`src/rtl/alu_a.sv`:
```
// alu_a: 8-bit registered ALU with N/Z/V/C flags, one-cycle latency.
// Optional feature: define ALU_A_SATURATE_EN to clamp signed-overflowing
// ADD/INC/SUB/DEC results to 8'h7F / 8'h80 (V and C still report raw values).
module alu_a (
    input  logic       clk,
    input  logic       rst,
    input  logic [7:0] A,
    input  logic [7:0] B,
    input  logic [2:0] sel,
    output logic [7:0] result,
    output logic [3:0] NZVC
);

    localparam logic [2:0] SelAdd = 3'd0;
    localparam logic [2:0] SelInc = 3'd1;
    localparam logic [2:0] SelSub = 3'd2;
    localparam logic [2:0] SelDec = 3'd3;
    localparam logic [2:0] SelAnd = 3'd4;
    localparam logic [2:0] SelOr  = 3'd5;
    localparam logic [2:0] SelXor = 3'd6;
    localparam logic [2:0] SelNot = 3'd7;

    logic [7:0] r_result;
    logic [3:0] r_nzvc;

    logic [7:0] w_opb;
    logic [8:0] w_sum9;
    logic [8:0] w_diff9;
    logic       w_add_v;
    logic       w_sub_v;
    logic [7:0] w_res;
    logic       w_v;
    logic       w_c;
    logic       w_arith;

    // Second arithmetic operand: B for ADD/SUB, constant 1 for INC/DEC
    always_comb begin
        w_opb = B;
        if (sel == SelInc || sel == SelDec) begin
            w_opb = 8'h01;
        end
    end

    assign w_sum9  = {1'b0, A} + {1'b0, w_opb};
    assign w_diff9 = {1'b0, A} - {1'b0, w_opb};
    // Bit 8 of the 9-bit difference is the unsigned borrow
    assign w_add_v = (A[7] == w_opb[7]) && (w_sum9[7] != A[7]);
    assign w_sub_v = (A[7] != w_opb[7]) && (w_diff9[7] != A[7]);

    // Operation decode: raw result and V/C flags
    always_comb begin
        w_res   = 8'h00;
        w_v     = 1'b0;
        w_c     = 1'b0;
        w_arith = 1'b0;
        unique case (sel)
            SelAdd, SelInc: begin
                w_res   = w_sum9[7:0];
                w_v     = w_add_v;
                w_c     = w_sum9[8];
                w_arith = 1'b1;
            end
            SelSub, SelDec: begin
                w_res   = w_diff9[7:0];
                w_v     = w_sub_v;
                w_c     = w_diff9[8];
                w_arith = 1'b1;
            end
            SelAnd: w_res = A & B;
            SelOr:  w_res = A | B;
            SelXor: w_res = A ^ B;
            SelNot: w_res = ~A;
            default: w_res = 8'h00;
        endcase
`ifdef ALU_A_SATURATE_EN
        // On overflow the true result carries A's sign, which picks the clamp direction
        if (w_arith && w_v) begin
            w_res = A[7] ? 8'h80 : 8'h7F;
        end
`else
        w_arith = w_arith;
`endif
    end

    // Register result and flags; reset has priority
    always_ff @(posedge clk) begin
        if (rst) begin
            r_result <= 8'h00;
            r_nzvc   <= 4'b0000;
        end else begin
            r_result <= w_res;
            r_nzvc   <= {w_res[7], (w_res == 8'h00), w_v, w_c};
        end
    end

    assign result = r_result;
    assign NZVC   = r_nzvc;

endmodule

```
`config.mk`:
```
export PLATFORM = sky130hd
export DESIGN_NAME = alu_a
export DESIGN_NICKNAME = d
export VERILOG_FILES = /design/src/rtl/alu_a.sv
export SDC_FILE = /design/constraint.sdc
export NUM_CORES = 1
export LEC_CHECK = 0
export CORE_MARGIN = 10
export CORE_UTILIZATION = 58
export DETAILED_ROUTE_END_ITERATION = 10
export PLACE_DENSITY = 0.95
export SYNTH_ARGS = -nofsm -noshare
export SYNTH_HDL_FRONTEND = slang
export SYNTH_SLANG_ARGS = --single-unit
```
`constraint.sdc`:
```
create_clock -name clk -period 4 [get_ports clk]
set_clock_uncertainty 0.05 [all_clocks]
set_input_delay 0.6 -clock clk [delete_from_list [all_inputs] [get_ports clk]]
set_output_delay 0.6 -clock clk [all_outputs]
set_load 0.005 [all_outputs]
```
==> impl_metrics.tcl <==
set metrics [dict create \
    end_kind "flop" \
    yosysWarningCount 0 \
    drt_wl_total_um 4262 \
    synthesis.nets 283 \
    drtPass1Iterations 4 \
    drv_slew 0 \
    io_buffers 32 \
    route.detailed.drc 0 \
    tightestPinTransition_ps 509.9 \
    power.total_mw 0.4506 \
    synth-edff-count 0 \
    fin_crit_sh_pct 85.20 \
    worstSetupPathType "input pin to flop" \
    placed_cell_area_sq_um 2103 \
    endpoint "NZVC[2]$_SDFF_PP0_" \
    async_reset_ff_share_pct 0 \
    grt_pass1_vias 1557 \
    grt_max_degree 23 \
    fill_cells 241 \
    cp-startpoint "sel[2]" \
    initial_core_util_pct 60.04 \
    final_area_sq_um 2130 \
    fmax_ghz 0.2934 \
    routabilityCongestion 0.9753 \
    syn_avg_cell_area_sq_um 7.978 \
    cts_buffers 3 \
    via_per_inst 5.804 \
    ctsHoldBuffers 0 \
    wire_per_inst_um 14.90 \
    path_cells "clkdlybuf4s50_1, inv_1, nand2_1, nand2_1, ha_1, nand2b_1, a221oi_1, a221o_1, o41ai_1, a311oi_1, and4_1" \
    post_cts_buffers 0 \
    cts.sinks 11 \
    rows 20 \
    core_sq_um 3003 \
    grt_first_pass_wirelength_um 6741 \
    layoutNonFillerInstCount 286 \
    netlist_top_cells_area "ha_1 24%, dfxtp_1 12%, inv_1 7.5%" \
    relSlewSlack_pct 66.00 \
    synth_top_area_share_pct 23.59 \
    worst_ep_arrival_time_ps 3570 \
    ys.flop_type "dfxtp_1" \
    synth_seq_cells 11 \
    vias 1660 \
    cts_resized 0 \
    ctsRootBufferMaster "clkbuf_4" \
    crit_path_max_incr_delay_ps 480 \
    rsz0062_at_grt "false" \
    ant_nets 0 \
    required_ps 4170 \
    cts_tree "built" \
    ys_types 50 \
    startpoint_type "input pin" \
    yosysTopAreaCell "ha_1" \
    cpMostUsedCell "nand2_1" \
    status "completed" \
    cpMaxStageDelayCell "clkdlybuf4s50_1" \
    hold_class "input pin to flop" \
    fin_crit_ps 3408 \
    diodes 0 \
    p_leak_nw 1.025 \
    syn_area_sq_um 1803 \
    report.final.setup_viol 0 \
    die_area_sq_um 5739 \
    hold_ws_ps 1063 \
    overflow 0 \
    io_pins 33 \
    hpwl_um 3461 \
    track_usage_pct 14.83 \
    synthToLayoutAreaGrowth_pct 18.11 \
    die_h_um 75.76 \
    die_w_um 75.76 \
    dpl.cell_count 282 \
    finalHoldViolations 0 \
    clk_pin_slew_ps 60 \
    antenna_found_initial 0 \
    vdd_ir_drop_max_v 0.00007029 \
    p_per_area_nw_per_um2 211.6 \
    dr.first_iter.drc_count 138 \
    setup_tns_ps 0 \
    cts_max_level 1 \
    synth_seq_area_share_pct 12.21 \
    drive_gt1_share_pct 7.115 \
    final_nets 311 \
    synth_cells 226 \
    cts_max_path_buffers 2 \
    cp_max_fo 8 \
    drv_cap 0 \
]
## where the power goes
group	switching (mW)	internal (mW)	leakage, nW
Sequential	0.00244	0.120	0.0910
Clock	0.0362	0.0387	0.0150
Combinational	0.130	0.123	0.919
Total	0.169	0.282	1.03
## cell usage after synthesis (all sizes together) (2+ instances only)
master  count
nand4b      2
o311a       2
and4        2
a311oi      3
inv        37
nor3        4
nor4        2
a21o        3
a221oi      5
dfxtp      11
xnor2       5
fa          2
a211oi      4
nand2      24
a211o       2
a21oi       7
nor2       18
o21ai       8
ha         34
nor2b       8
mux4        5
o211ai      3
clkbuf      3
o31ai       2
nand2b      4
mux2i       3
buf         9
## sequential cells by signal (all words and copies together), names as in the netlist
signal	cells
result	8
NZVC	3
## logic make-up after synthesis
kind of cell / after synthesis / share of synthesized area, %
simple gates: 69 / 19.09
buf+inv: 49 / 12.35
compound gates: 47 / 19.71
fa+ha+maj: 36 / 25.82
flops: 11 / 12.21
mux: 8 / 7.911
xor+xnor: 6 / 2.915
## worst max-delay path: cells and delay by family
family / cells / cell delay (ps)
AOI/OAI and AO/OA: 4 / 1140
and+or+nand+nor: 4 / 910
buffers and inverters: 2 / 580
adders and majority gates: 1 / 340
## area by class of cell
cell class | count | area (sq um) | area share, %
clock buffers | 4 | 26.28 | 1.234
inverters | 37 | 138.9 | 6.522
multi-input cells | 166 | 1360 | 63.87
flip-flops and latches | 11 | 220.2 | 10.34
well taps | 33 | 41.29 | 1.939
repair buffers | 35 | 342.8 | 16.10
## routing by layer
layer  vias to the layer above  track usage (%)  part of all wire, %
met5                         -                0                    0
met2                        58            26.32                   48
met4                         0            7.629                  1.9
li1                        833                -                    -
met3                         9            2.865                  6.3
met1                       760            16.32                   44
## cell usage in the layout, fill, tap and decap left out, types with 4 or more instances in the layout
| cell | count |
|---|---|
| ha_1 | 34 |
| o21ai_0 | 7 |
| nand2_1 | 24 |
| nor2_1 | 17 |
| nor3_1 | 4 |
| xnor2_1 | 5 |
| a221oi_1 | 5 |
| inv_1 | 36 |
| clkdlybuf4s50_1 | 32 |
| a21oi_1 | 7 |
| mux4_2 | 5 |
| nor2b_1 | 8 |
| nand2b_1 | 4 |
| dfxtp_1 | 11 |
## stage by stage
| step | utilization [%] | setup slack, ps |
|---|---|---|
| 6_report | 70.92 | 592.1 |
| 5_1_grt | 70.92 | 274.1 |
| 4_1_cts | 70.92 | 629.6 |
| 3_5_place_dp | 70.04 | 354.7 |
| 3_3_place_gp | 70.04 | 432.4 |
| 2_1_floorplan | - | 1037 |
## worst min-delay path by stage
stage / slack (ps) / cells past startpoint / endpoint / start
after floorplan: 740 / 2 / NZVC[1]$_SDFF_PP0_ / A[7]
final: 1060 / 2 / result[7]$_SDFF_PP0_ / rst
after detailed placement: 1260 / 1 / NZVC[2] / NZVC[2]$_SDFF_PP0_
after CTS: 1050 / 2 / result[7]$_SDFF_PP0_ / rst
after global placement: 1260 / 1 / NZVC[1] / NZVC[1]$_SDFF_PP0_
after global routing: 1080 / 2 / result[7]$_SDFF_PP0_ / rst
No activity file was read; power rests on OpenSTA's default activity.
